===== config.mk =====
export PLATFORM = sky130hd
export DESIGN_NAME = dma_axi_w_feeder
export DESIGN_NICKNAME = d
export VERILOG_FILES = /design/src/rtl/dma_axi_w_feeder.sv
export SDC_FILE = /design/constraint.sdc
export NUM_CORES = 1
export LEC_CHECK = 0
export CORE_ASPECT_RATIO = 0.9
export CORE_MARGIN = 5
export CORE_UTILIZATION = 40
export CTS_BUF_LIST = sky130_fd_sc_hd__clkbuf_4 sky130_fd_sc_hd__clkbuf_8
export DETAILED_ROUTE_END_ITERATION = 12
export PLACE_DENSITY = 0.53
export SYNTH_ARGS = -nofsm -noshare
export SYNTH_HDL_FRONTEND = slang
export SYNTH_SLANG_ARGS = --single-unit

===== constraint.sdc =====
create_clock -name clk -period 7.9 [get_ports clk]
set_input_delay 1.185 -clock clk [delete_from_list [all_inputs] [get_ports clk]]
set_output_delay 1.185 -clock clk [all_outputs]
set_load 0.005 [all_outputs]

===== src/rtl/dma_axi_w_feeder.sv =====
// Feeder stage for the DMA AXI write master: buffers source words in a FWFT FIFO
// and presents them to the master as INCR bursts of at most burst_len+1 beats.

`ifndef AXI_ADDR_W
`define AXI_ADDR_W 32
`endif
`ifndef AXI_LEN_W
`define AXI_LEN_W 8
`endif

module dma_axi_w_feeder #(
  parameter int DMA_DATA_W      = 32,
  parameter int ADDR_W          = `AXI_ADDR_W,
  parameter int LEN_W           = 16,
  parameter int FIFO_DEPTH_LOG2 = 4
) (
  input  logic                    clk,
  input  logic                    rst,
  input  logic                    start,
  input  logic [ADDR_W-1:0]       base_addr,
  input  logic [LEN_W-1:0]        total_words,
  input  logic [`AXI_LEN_W-1:0]   burst_len,
  output logic                    busy,
  output logic                    done,
  input  logic                    in_valid,
  input  logic [DMA_DATA_W-1:0]   in_data,
  input  logic [DMA_DATA_W/8-1:0] in_strb,
  output logic                    in_ready,
  output logic                    valid,
  output logic [ADDR_W-1:0]       addr,
  output logic [DMA_DATA_W-1:0]   wdata,
  output logic [DMA_DATA_W/8-1:0] wstrb,
  output logic [`AXI_LEN_W-1:0]   dma_len,
  input  logic                    ready,
  input  logic                    dma_ready
);

  localparam int STRB_W = DMA_DATA_W / 8;
  localparam int BL_W   = `AXI_LEN_W;
  localparam int DEPTH  = 1 << FIFO_DEPTH_LOG2;
  localparam int CNT_W  = FIFO_DEPTH_LOG2 + 1;
  localparam int PTR_W  = FIFO_DEPTH_LOG2;

  typedef enum logic [2:0] {
    S_IDLE,
    S_WAIT_DATA,
    S_BURST,
    S_WAIT_RESP,
    S_FINISH
  } state_t;

  state_t             state_q, state_d;
  logic               busy_q, busy_d;
  logic               done_q, done_d;
  logic               valid_q, valid_d;
  logic [ADDR_W-1:0]  addr_q, addr_d;
  logic [BL_W-1:0]    dma_len_q, dma_len_d;
  logic [BL_W-1:0]    burst_len_q, burst_len_d;
  logic [BL_W-1:0]    beat_cnt_q, beat_cnt_d;
  logic [LEN_W-1:0]   total_q, total_d;
  logic [LEN_W-1:0]   remaining_q, remaining_d;
  logic [LEN_W-1:0]   pushed_q, pushed_d;

  logic [DMA_DATA_W-1:0] data_mem [DEPTH];
  logic [STRB_W-1:0]     strb_mem [DEPTH];
  logic [PTR_W-1:0]      wr_ptr_q, rd_ptr_q;
  logic [CNT_W-1:0]      count_q;

  logic               push, pop;
  logic [LEN_W:0]     bl_plus1, rem_ext, beats, count_ext;
  logic               fifo_enough;
  logic [ADDR_W-1:0]  burst_bytes;

  assign in_ready = busy_q & (count_q != CNT_W'(DEPTH)) & (pushed_q < total_q);
  assign push     = in_valid & in_ready;
  assign pop      = ready & (state_q == S_BURST);

  // Burst size is bounded by both the programmed burst length and the words still owed.
  assign bl_plus1    = (LEN_W+1)'(burst_len_q) + (LEN_W+1)'(1);
  assign rem_ext     = (LEN_W+1)'(remaining_q);
  assign beats       = (bl_plus1 < rem_ext) ? bl_plus1 : rem_ext;
  assign count_ext   = (LEN_W+1)'(count_q);
  assign fifo_enough = count_ext >= beats;
  assign burst_bytes = ADDR_W'((BL_W+1)'(dma_len_q) + (BL_W+1)'(1)) * ADDR_W'(STRB_W);

  assign busy    = busy_q;
  assign done    = done_q;
  assign valid   = valid_q;
  assign addr    = addr_q;
  assign dma_len = dma_len_q;
  assign wdata   = data_mem[rd_ptr_q];
  assign wstrb   = strb_mem[rd_ptr_q];

  always_comb begin
    // NOTE: every signal gets a default before the case so no path leaves it unassigned (no latch).
    state_d     = state_q;
    busy_d      = busy_q;
    done_d      = 1'b0;
    valid_d     = valid_q;
    addr_d      = addr_q;
    dma_len_d   = dma_len_q;
    burst_len_d = burst_len_q;
    beat_cnt_d  = beat_cnt_q;
    total_d     = total_q;
    remaining_d = remaining_q;
    pushed_d    = pushed_q + LEN_W'(push);

    unique case (state_q)
      S_IDLE: begin
        if (start) begin
          total_d     = total_words;
          burst_len_d = burst_len;
          remaining_d = total_words;
          addr_d      = base_addr;
          pushed_d    = '0;
          busy_d      = 1'b1;
          state_d     = (total_words == '0) ? S_FINISH : S_WAIT_DATA;
        end
      end
      S_WAIT_DATA: begin
        if (fifo_enough && dma_ready) begin
          dma_len_d  = beats[BL_W-1:0] - BL_W'(1);
          valid_d    = 1'b1;
          beat_cnt_d = '0;
          state_d    = S_BURST;
        end
      end
      S_BURST: begin
        if (ready) begin
          beat_cnt_d  = beat_cnt_q + BL_W'(1);
          remaining_d = remaining_q - LEN_W'(1);
          if (beat_cnt_q == dma_len_q) begin
            valid_d = 1'b0;
            addr_d  = addr_q + burst_bytes;
            state_d = S_WAIT_RESP;
          end
        end
      end
      S_WAIT_RESP: begin
        if (dma_ready) begin
          state_d = (remaining_q == '0) ? S_FINISH : S_WAIT_DATA;
        end
      end
      S_FINISH: begin
        done_d  = 1'b1;
        busy_d  = 1'b0;
        state_d = S_IDLE;
      end
      default: state_d = S_IDLE;
    endcase
  end

  // NOTE: sequential state uses non-blocking assignments so all registers update from pre-edge values.
  always_ff @(posedge clk or posedge rst) begin
    if (rst) begin
      state_q     <= S_IDLE;
      busy_q      <= 1'b0;
      done_q      <= 1'b0;
      valid_q     <= 1'b0;
      addr_q      <= '0;
      dma_len_q   <= '0;
      burst_len_q <= '0;
      beat_cnt_q  <= '0;
      total_q     <= '0;
      remaining_q <= '0;
      pushed_q    <= '0;
    end else begin
      state_q     <= state_d;
      busy_q      <= busy_d;
      done_q      <= done_d;
      valid_q     <= valid_d;
      addr_q      <= addr_d;
      dma_len_q   <= dma_len_d;
      burst_len_q <= burst_len_d;
      beat_cnt_q  <= beat_cnt_d;
      total_q     <= total_d;
      remaining_q <= remaining_d;
      pushed_q    <= pushed_d;
    end
  end

  always_ff @(posedge clk or posedge rst) begin
    if (rst) begin
      wr_ptr_q <= '0;
      rd_ptr_q <= '0;
      count_q  <= '0;
    end else begin
      if (push) wr_ptr_q <= wr_ptr_q + PTR_W'(1);
      if (pop)  rd_ptr_q <= rd_ptr_q + PTR_W'(1);
      unique case ({push, pop})
        2'b10:   count_q <= count_q + CNT_W'(1);
        2'b01:   count_q <= count_q - CNT_W'(1);
        default: count_q <= count_q;
      endcase
    end
  end

  // NOTE: FIFO storage is deliberately not reset; flushing the pointers and count empties it.
  always_ff @(posedge clk) begin
    if (push) begin
      data_mem[wr_ptr_q] <= in_data;
      strb_mem[wr_ptr_q] <= in_strb;
    end
  end

endmodule


==> impl_metrics.csv, run 1 <==
group,metric,value,unit
critical_path,r2r-start,"burst_len_q[0]",
floorplanning,initial_core_util,0.4016,
global_route,grt-ovfl-total,0,
drt,final_antenna_net_count,0,
floorplanning,io_pins,178,
cts,post_cts_buffers,0,
cells_and_area,final_nets,2372,
global_route,grt_pass1_vias,18450,
sta,finalSetupTns,0,ns
sta,rsz0062_at_grt,"false",
critical_path,startpoint_type,"flop",
critical_path,crit_end,"wdata[30]",
logic_synthesis,syn_nets,2146,
cts,cts-resized-gates,0,
global_route,grt_antenna_before_repair,4,
critical_path,worstPathMaxFanout,40,
flow_run,maxCapViolations,0,
critical_path,cpPeakStageDelay,0.94,ns
global_route,grt_max_degree,85,
critical_path,end_kind,"output port",
cts,cts_num_sinks,699,
power_and_ir_drop,powerDensity,327.4,nW/µm²
placed_design,portBuffers,177,
logic_synthesis,avgSynthCellArea,14.96,µm²
sta,setup_viol_count_final,0,
logic_synthesis,post-synth-top-area-fraction,0.5797,
drt,vias_per_cell,5.422,
critical_path,worst_ep_arrival_time,4.22,ns
placed_design,hpwl,44120,µm
critical_path,reg2regPathDepth,17,
global_route,grt_usage,0.1845,
critical_path,r2r-end,"dma_len[6]",
logic_synthesis,synth_edf_count,576,
sta,min_period_over_period,0.6836,
logic_synthesis,synth_most_common_cell,"edfxtp_1",
critical_path,crit_chain,"nor2b_4, buf_4, nand2_1, nand2_1, a21oi_1, a22oi_1, nand2_1, clkdlybuf4s50_1",
critical_path,crit_family,"simple AND/OR/NAND/NOR gates",
sta,slew_headroom,0.2361,
cells_and_area,drive_above_1_share,0.1539,
floorplanning,core_area,74290,µm²
logic_synthesis,syn-cell-area,29840,µm²
cts,clk_latency,0.74,ns
cts,h-tree-depth,3,
logic_synthesis,yosysSeqAreaShare,0.6829,
critical_path,crit_type,"flop to output port",
critical_path,slowest_stage,"nor2b_4",
logic_synthesis,synthTopCellsByArea,"edfxtp_1 58%, dfrtp_1 10%, mux4_2 5.4%",
hold_path,hp-class,"flop to flop",
logic_synthesis,ys_ff_latch,699,
outcome,status,"finished, final reports clean",
critical_path,startpoint,"rd_ptr_q[2]",
power_and_ir_drop,finalPower,11470,µW
cts,root_buffer,"clkbuf_8",
sta,hold_violations,0,
logic_synthesis,synth_common_cells,"576 x edfxtp_1, 188 x nand2_1, 125 x mux2i_1",
cells_and_area,area_growth,17.41,%
cts,cts_tree,"done",
placed_design,place_congestion,0.8312,
sta,fin_ws,2.500,ns
logic_synthesis,yosysUniqueCellTypes,72,
global_route,grt_pass1_wl,114600,µm
drt,routed_wl,74900,µm
critical_path,ff2ff_setup_slack,3.02,ns
drt,drt_first_pass_iters,7,
cts,cts-hold-fix-buffers,0,
logic_synthesis,synth_top_area_cell,"edfxtp_1",
sta,fin_crit,5.400,ns
placed_design,dpl_worst_slack,3.046,ns
sta,hold_ws,0.4898,ns
drt,via_count,17780,
critical_path,crit_required,6.71,ns
floorplanning,die_area,80160,µm²
floorplanning,die_h,269.1,µm
power_and_ir_drop,irDropWorstVdd,0.0001725,V
floorplanning,rows,95,
sta,clock.fmax,185.2,MHz
drt,wl_per_cell,22.84,µm
cts,clkSlewWorstSetupHoldPaths,0.06,ns
drt,drt-initial-drc-count,1263,
critical_path,cp.buffers_inverters,2,
sta,clock_skew,0.05200,ns
cts,clockBufferDepth,3,
sta,slew_viol_final,0,
logic_synthesis,synthArstFlopShare,0.1760,
cells_and_area,fin_util,0.4716,
cts,cts_made_buffers,112,
floorplanning,die_w,297.9,µm
critical_path,cpMostUsedCell,"nand2_1",
power_and_ir_drop,leakagePower,0.01239,µW
critical_path,cp.depth,8,
logic_synthesis,yosys_warnings,0,
logic_synthesis,postSynthCellCount,1994,
sta,tightest_slew,1.146,ns
drt,drc,0,
logic_synthesis,ys.flop_type,"edfxtp_1",
==> tightest hold or removal path, stage by stage, from the launching register on <==
cell and delay (ns):
dfrtp_1 0.35, nand2_1 0.05, nand2_1 0.06
==> flip-flops by register name, summed over array words and instances, names as in the netlist <==
| signal | count |
|---|---|
| burst_len_q | 8 |
| pushed_q | 16 |
| addr | 32 |
| dma_len | 8 |
| done | 1 |
| count_q | 5 |
| busy | 1 |
| state_q | 3 |
| wr_ptr_q | 4 |
| data_mem | 512 |
| beat_cnt_q | 8 |
| strb_mem | 64 |
| remaining_q | 16 |
| total_q | 16 |
| rd_ptr_q | 4 |
| valid | 1 |
==> cell families (layout without fill, tap and decap cells) <==
logic type | after synthesis | count (layout) | share of synthesized area
DFF | 699 | 699 | 0.6829
xor gates and xnor gates | 64 | 64 | 0.01879
muxes | 228 | 228 | 0.1086
buffers and inverters | 148 | 460 | 0.01891
and+or+nand+nor | 413 | 413 | 0.06517
adders and majority gates | 54 | 54 | 0.02315
AOI/OAI and AO/OA | 388 | 388 | 0.08253
other | 0 | 3 | 0
==> area by class of cell <==
| class | instances | area, µm² |
|---|---|---|
| fillers | 6437 | 39260 |
| flip-flops and latches | 699 | 20380 |
| multi-input cells | 1147 | 9009 |
| repair buffers | 215 | 2082 |
| clock buffers | 141 | 1765 |
| well taps | 970 | 1214 |
| clock inverters | 59 | 399.1 |
| inverters | 45 | 171.4 |
| diodes | 3 | 7.507 |
==> report_power, final <==
part	total, µW	switching [µW]	internal [µW]	leakage, µW
sequential	5010	469	4540	0.00671
clock	3030	1450	1580	0.00115
combinational	3420	1800	1620	0.00453
==> metrics by stage <==
step | area, µm² | std cells
2_1_floorplan | 29840 | 1994
3_3_place_gp | 32860 | 3076
3_5_place_dp | 32860 | 3076
4_1_cts | 35020 | 3276
5_1_grt | 35030 | 3278
6_report | 35030 | 3279
==> placed cells by master (no fill, tap or decap), drive strengths merged, types with 52 or more instances in the layout <==
cell type      synthesis  layout
edfxtp               576     576
nand2                188     188
clkdlybuf4s50          0     177
clkbuf                85     141
mux2i                125     125
o21ai                124     124
dfrtp                123     123
a21oi                 97      97
nor2                  79      79
mux4                  72      72
ha                    52      52
==> worst min-delay path by stage <==
stage                from          to  slack, ns  depth (start not counted)
5_1_grt           addr[1]     addr[1]       0.50                          2
3_5_place_dp      addr[0]     addr[0]       0.47                          2
6_report          addr[1]     addr[1]       0.49                          2
2_1_floorplan  total_q[0]  total_q[0]       0.45                          2
3_3_place_gp      addr[0]     addr[0]       0.46                          2
4_1_cts           addr[0]     addr[0]       0.49                          2
==> metal layers <==
layer | global-route usage | vias up | routed length [µm]
li1 | - | 8202 | -
met1 | 0.2635 | 8970 | 34700
met2 | 0.2927 | 473 | 34680
met5 | 0 | - | 11
met4 | 0.05022 | 2 | 1890
met3 | 0.03563 | 131 | 3619
No activity file was read; power rests on OpenSTA's default activity.
==> run 2, diff against run 1 <==
--- a/config.mk
+++ b/config.mk
@@ -10,7 +10,7 @@
 export CORE_UTILIZATION = 40
 export CTS_BUF_LIST = sky130_fd_sc_hd__clkbuf_4 sky130_fd_sc_hd__clkbuf_8
 export DETAILED_ROUTE_END_ITERATION = 12
-export PLACE_DENSITY = 0.53
+export PLACE_DENSITY = 0.56
 export SYNTH_ARGS = -nofsm -noshare
 export SYNTH_HDL_FRONTEND = slang
 export SYNTH_SLANG_ARGS = --single-unit
==> constraint.sdc (replaced) <==
create_clock -name clk -period 4.4 [get_ports clk]
set_input_delay 0.66 -clock clk [delete_from_list [all_inputs] [get_ports clk]]
set_output_delay 0.66 -clock clk [all_outputs]
set_load 0.005 [all_outputs]
==> run 2 against run 1 <==
- clock power rose by 82%
- clock skew fell by 0.021 ns
- sequential cell count is the same
- sequential power rose by 78%
- critical path type unchanged
==> impl_metrics.csv, run 2 (same netlist as run 1, synthesis figures left out) <==
group,metric,value,unit
outcome,status,"finished, final reports clean",
cts,clockBufferDepth,3,
critical_path,r2r-start,"burst_len_q[2]",
drt,final_antenna_net_count,0,
global_route,grt_pass1_wl,116300,µm
global_route,grt_antenna_before_repair,7,
sta,hold_ws,0.4323,ns
cts,cts_num_sinks,699,
critical_path,worst_ep_arrival_time,3.53,ns
cells_and_area,final_nets,2403,
drt,routed_wl,76430,µm
cells_and_area,drive_above_1_share,0.1678,
floorplanning,die_area,80160,µm²
sta,slew_headroom,0.2027,
cts,post_cts_buffers,0,
placed_design,place_congestion,0.8337,
floorplanning,initial_core_util,0.4016,
cells_and_area,fin_util,0.4781,
placed_design,portBuffers,177,
sta,hold_violations,0,
floorplanning,die_h,269.1,µm
floorplanning,io_pins,178,
placed_design,dpl_worst_slack,0.1762,ns
critical_path,crit_chain,"buf_4, mux4_2, a22oi_1, nand2_1, clkdlybuf4s50_1",
placed_design,placed_area,33270,µm²
floorplanning,core_area,74290,µm²
sta,setup_viol_count_final,0,
sta,finalSetupTns,0,ns
placed_design,hpwl,45750,µm
critical_path,crit_required,3.74,ns
power_and_ir_drop,irDropWorstVdd,0.0002874,V
sta,fin_ws,0.2108,ns
critical_path,ff2ff_setup_slack,0.26,ns
drt,drt-initial-drc-count,1416,
drt,via_count,18160,
drt,drt_first_pass_iters,5,
floorplanning,rows,95,
sta,fin_crit,4.189,ns
flow_run,maxCapViolations,0,
sta,slew_viol_final,0,
critical_path,worstPathMaxFanout,43,
sta,tightest_slew,1.196,ns
critical_path,crit_type,"flop to output port",
critical_path,r2r-end,"dma_len[6]",
cts,clk_latency,0.74,ns
critical_path,cpPeakStageDelay,0.72,ns
power_and_ir_drop,leakagePower,0.01264,µW
cells_and_area,largest-register,"data_mem",
floorplanning,die_w,297.9,µm
drt,wl_per_cell,23.05,µm
cts,cts_tree,"done",
drt,drc,0,
cells_and_area,mostFrequentLayoutCell,"edfxtp_1",
global_route,grt-ovfl-total,0,
cells_and_area,fillers,6375,
critical_path,reg2regPathDepth,17,
sta,clock.fmax,238.7,MHz
cells_and_area,largest_reg_flops,512,
cells_and_area,final_cell_mix,"576 x edfxtp_1, 188 x nand2_1, 177 x clkdlybuf4s50_1",
cts,h-tree-depth,3,
critical_path,slowest_stage,"buf_4",
sta,clock_skew,0.03141,ns
global_route,grt_max_degree,67,
hold_path,hp-class,"input port to asynchronous set/reset pin",
cts,cts_made_buffers,114,
drt,vias_per_cell,5.477,
global_route,grt_pass1_vias,18680,
critical_path,startpoint_type,"flop",
sta,rsz0062_at_grt,"false",
cts,root_buffer,"clkbuf_8",
cts,clkSlewWorstSetupHoldPaths,0.06,ns
sta,min_period_over_period,0.9521,
global_route,grt_usage,0.1875,
critical_path,end_kind,"output port",
power_and_ir_drop,powerDensity,588.4,nW/µm²
cells_and_area,area_growth,19.05,%
cells_and_area,finalInstanceArea,35520,µm²
==> run 2: cell types whose count changed in the layout (fill, tap and decap cells not counted), sizes merged <==
| cell | previous run | this run |
|---|---|---|
| clkbuf | 141 | 170 |
| bufinv | 3 | 0 |
| clkinv | 48 | 31 |
| diode | 3 | 4 |
| clkinvlp | 2 | 0 |
| buf | 38 | 67 |
==> run 2: how the worst max path moves through the flow <==
| stage | start | end | slack (ns) | cells past startpoint |
|---|---|---|---|---|
| 2_1_floorplan | pushed_q[7] | data_mem[11][0] | -1.11 | 7 |
| 4_1_cts | burst_len_q[1] | dma_len[6] | 0.13 | 17 |
| 3_5_place_dp | burst_len_q[1] | dma_len[6] | 0.18 | 17 |
| 3_3_place_gp | burst_len_q[1] | dma_len[6] | 0.28 | 17 |
| 6_report | rd_ptr_q[1] | wdata[27] | 0.21 | 5 |
| 5_1_grt | burst_len_q[3] | dma_len[6] | 0.005 | 17 |
==> run 2: area by class of cell <==
type / instances / area [µm²] / area share
sequential: 699 / 20380 / 0.5739
multi-input combinational: 1147 / 9061 / 0.2551
timing repair buffer: 244 / 2462 / 0.06932
clock buffer: 170 / 2014 / 0.05671
tap: 970 / 1214 / 0.03417
clock inverter: 37 / 202.7 / 0.005706
inverter: 45 / 171.4 / 0.004826
antenna: 4 / 10.01 / 0.0002818
==> run 2: metrics by stage <==
stage	power, µW	instances
final	20900	3316
after floorplan	12890	1994
after CTS	21140	3312
after global placement	15410	3105
after global routing	22110	3314
after detailed placement	15550	3105
==> run 2: where the power goes <==
part	switching [µW]	total (µW)	internal [µW]
clock	2580	5510	2930
sequential	760	8910	8150
combinational	3400	6480	3080
total	6740	20900	14200
==> run 2: timing repair <==
| item | CTS | global route |
|---|---|---|
| hold buffers | 0 | 0 |
| setup endpoints to repair | 0 | 8 |
| resized for setup | 0 | 4 |
==> run 2: metal layers <==
| layer | global-route usage | part of all wire | vias to the layer above |
|---|---|---|---|
| met3 | 0.03949 | 0.053 | 162 |
| met5 | 0 | 0.00054 | - |
| met2 | 0.2922 | 0.47 | 488 |
| li1 | - | - | 8272 |
| met4 | 0.06021 | 0.028 | 6 |
| met1 | 0.2662 | 0.45 | 9233 |
==> run 2: worst max-delay path: cells and delay by family, from the launching register on <==
kind            cells  cell delay (ns)
buf+inv             2             1.25
flops               1             0.71
mux                 1             0.41
compound gates      1             0.21
simple gates        1             0.20
==> run 3, diff against run 2 <==
--- a/config.mk
+++ b/config.mk
@@ -5,12 +5,13 @@
 export SDC_FILE = /design/constraint.sdc
 export NUM_CORES = 1
 export LEC_CHECK = 0
+export ABC_AREA = 1
 export CORE_ASPECT_RATIO = 0.9
 export CORE_MARGIN = 5
 export CORE_UTILIZATION = 40
 export CTS_BUF_LIST = sky130_fd_sc_hd__clkbuf_4 sky130_fd_sc_hd__clkbuf_8
 export DETAILED_ROUTE_END_ITERATION = 12
-export PLACE_DENSITY = 0.56
+export PLACE_DENSITY = 0.53
 export SYNTH_ARGS = -nofsm -noshare
 export SYNTH_HDL_FRONTEND = slang
 export SYNTH_SLANG_ARGS = --single-unit
==> constraint.sdc (replaced) <==
create_clock -name clk -period 4.95 [get_ports clk]
set_input_delay 0.7425 -clock clk [delete_from_list [all_inputs] [get_ports clk]]
set_output_delay 0.7425 -clock clk [all_outputs]
set_load 0.005 [all_outputs]
==> run 3 against run 2 <==
- area after synthesis grew 1.2%
- clock power shrank 8.9%
- core utilization shrank 0.28 points
- critical endpoint is now wdata[10]
==> impl_metrics.csv, run 3 <==
group,metric,value,unit
logic_synthesis,synth-adder-area-share,0.02286,
hold_path,hold_end,"addr[0]",
cts,cts_tree,"done",
cts,clk_latency,0.76,ns
cells_and_area,multiInputGateArea,8753,µm²
logic_synthesis,synth_edf_count,576,
drt,drc,0,
critical_path,startpoint_type,"flop",
logic_synthesis,yosysSeqAreaShare,0.6745,
global_route,grt_antenna_before_repair,8,
hold_path,hold_start,"addr[0]",
placed_design,place_congestion,0.8132,
cells_and_area,fillers,6743,
cells_and_area,final_cell_mix,"576 x edfxtp_1, 491 x nand2_1, 294 x o21ai_0",
sta,tightest_slew,1.076,ns
logic_synthesis,yosys_warnings,0,
sta,fin_crit,4.368,ns
drt,final_antenna_net_count,0,
global_route,grt_usage,0.2041,
placed_design,hpwl,48210,µm
power_and_ir_drop,leakagePower,0.01296,µW
cells_and_area,largest-register,"data_mem",
logic_synthesis,yosysUniqueCellTypes,51,
logic_synthesis,ys_ff_latch,699,
drt,vias_per_cell,5.427,
drt,wl_met1,37600,µm
cells_and_area,drive_above_1_share,0.09772,
hold_path,whs_path_depth,2,
sta,rsz0062_at_grt,"false",
power_and_ir_drop,finalPower,20880,µW
cts,cts-resized-gates,0,
drt,wl_met2,39870,µm
logic_synthesis,synthSimpleGateAreaFrac,0.1349,
cts,clockBufferDepth,3,
cts,clkSlewWorstSetupHoldPaths,0.06,ns
sta,clock.fmax,228.9,MHz
flow_run,maxCapViolations,0,
critical_path,r2r-start,"pushed_q[11]",
drt,wl_per_cell,21.45,µm
cells_and_area,seqCellArea,20380,µm²
floorplanning,rows,95,
placed_design,portBuffers,177,
hold_path,hp-class,"flop to flop",
sta,clock_skew,0.05929,ns
cells_and_area,mostFrequentLayoutCell,"edfxtp_1",
logic_synthesis,synth_compound_area_frac,0.1160,
cts,root_buffer,"clkbuf_8",
logic_synthesis,synth_common_cells,"576 x edfxtp_1, 492 x nand2_1, 294 x o21ai_0",
floorplanning,die_h,270.7,µm
critical_path,ff2ff_setup_slack,1.12,ns
outcome,status,"finished, final reports clean",
floorplanning,die_w,299.7,µm
critical_path,worstPathMaxFanout,94,
drt,via_count,21450,
logic_synthesis,syn-cell-area,30210,µm²
drt,met3WireLength,5255,µm
sta,hold_violations,0,
floorplanning,die_area,81130,µm²
logic_synthesis,avgSynthCellArea,11.26,µm²
global_route,grt-ovfl-total,0,
cts,cts-hold-fix-buffers,0,
logic_synthesis,post-synth-top-area-fraction,0.5726,
critical_path,r2r-end,"pushed_q[14]",
critical_path,reg2regPathDepth,23,
logic_synthesis,synthArstFlopShare,0.1760,
cells_and_area,final_nets,3046,
floorplanning,io_pins,178,
critical_path,crit_required,4.21,ns
cts,cts_num_sinks,699,
logic_synthesis,syn_nets,2835,
critical_path,worst_ep_arrival_time,3.63,ns
drt,routed_wl,84790,µm
power_and_ir_drop,irDropWorstVdd,0.0003949,V
sta,slew_headroom,0.2785,
global_route,grt_max_degree,188,
drt,drt-initial-drc-count,1605,
sta,slew_viol_final,0,
sta,finalSetupTns,0,ns
logic_synthesis,synth_top_area_cell,"edfxtp_1",
cells_and_area,largest_reg_flops,512,
sta,min_period_over_period,0.8824,
logic_synthesis,postSynthCellCount,2683,
floorplanning,initial_core_util,0.4040,
logic_synthesis,synth_xor_area_frac,0.01247,
logic_synthesis,synthTopCellsByArea,"edfxtp_1 57%, dfrtp_1 10%, nand2_1 6.1%",
cts,h-tree-depth,3,
cells_and_area,area_growth,17.64,%
global_route,grt_pass1_vias,20960,
drt,top_layer_used,"met5",
global_route,grt_pass1_wl,128500,µm
power_and_ir_drop,powerDensity,587.6,nW/µm²
cts,cts_made_buffers,114,
drt,drt_first_pass_iters,5,
logic_synthesis,ys.flop_type,"edfxtp_1",
critical_path,end_kind,"output port",
critical_path,startpoint,"rd_ptr_q[0]",
logic_synthesis,synth_most_common_cell,"edfxtp_1",
cts,post_cts_buffers,0,
critical_path,crit_type,"flop to output port",
sta,setup_viol_count_final,0,
floorplanning,core_area,74770,µm²
logic_synthesis,synth_top_family_by_area,"simple AND/OR/NAND/NOR gates",
logic_synthesis,synthMuxAreaShare,0.0003313,
==> run 3: cell types whose count changed after synthesis, sizes merged, moves of 104 or more <==
cell,before,now
nand2,188,498
o21ai,124,306
nand3,23,127
nor2,79,239
mux2i,125,1
inv,45,169
==> run 3: how the worst max path moves through the flow <==
stage,to,slack (ns),cells after the start
after floorplan,data_mem[10][0],0.45,14
after global placement,beat_cnt_q[4],1.24,29
after detailed placement,pushed_q[14],1.14,23
after CTS,wdata[10],0.55,7
after global routing,wdata[10],0.37,6
final,wdata[10],0.58,7
==> run 3: critical path, stage by stage (launching register included) <==
cell and delay [ns]:
dfrtp_4 0.66, inv_8 0.44, buf_4 0.38, o21ai_0 0.12
o221ai_1 0.20, nand4_1 0.21, nand2_1 0.21, clkdlybuf4s50_1 0.52
==> run 3: per-layer routing <==
layer,track usage,vias to the layer above
met5,0,-
met4,0.05941,6
met3,0.04345,163
met2,0.3308,645
met1,0.2797,10570
li1,-,10070
==> run 3: power by group <==
group / internal (µW) / total (µW) / switching [µW]
Sequential: 7220 / 7870 / 649
Combinational: 2840 / 7990 / 5140
Clock: 2690 / 5020 / 2330
==> run 3: kinds of logic (layout without fill, tap and decap cells) <==
logic type,after synthesis,count (layout)
simple gates,968,968
flops,699,699
compound gates,610,610
buf+inv,308,603
fa+ha+maj,54,54
xor+xnor,43,43
mux,1,1
other cells,0,5
==> run 3: area by class of cell <==
type                       count  share of cell area
tap                          970             0.03415
sequential                   699              0.5735
inverter                     172             0.01845
multi-input combinational   1676              0.2463
timing repair buffer         231             0.06373
antenna                        5           0.0003521
clock buffer                 169             0.05753
clock inverter                31            0.005950
==> run 3: per-stage QoR <==
| stage | std cells | instance area [µm²] | setup WS (ns) | hold slack [ns] | util |
|---|---|---|---|---|---|
| floorplan | 2683 | 30210 | 0.4535 | 0.4644 | - |
| global placement | 3748 | 33270 | 1.236 | 0.4593 | 0.4450 |
| detailed placement | 3748 | 33270 | 1.144 | 0.4677 | 0.4450 |
| CTS | 3948 | 35530 | 0.5494 | 0.4808 | 0.4752 |
| global route | 3951 | 35530 | 0.3743 | 0.5098 | 0.4753 |
| finish | 3953 | 35540 | 0.5822 | 0.4781 | 0.4753 |
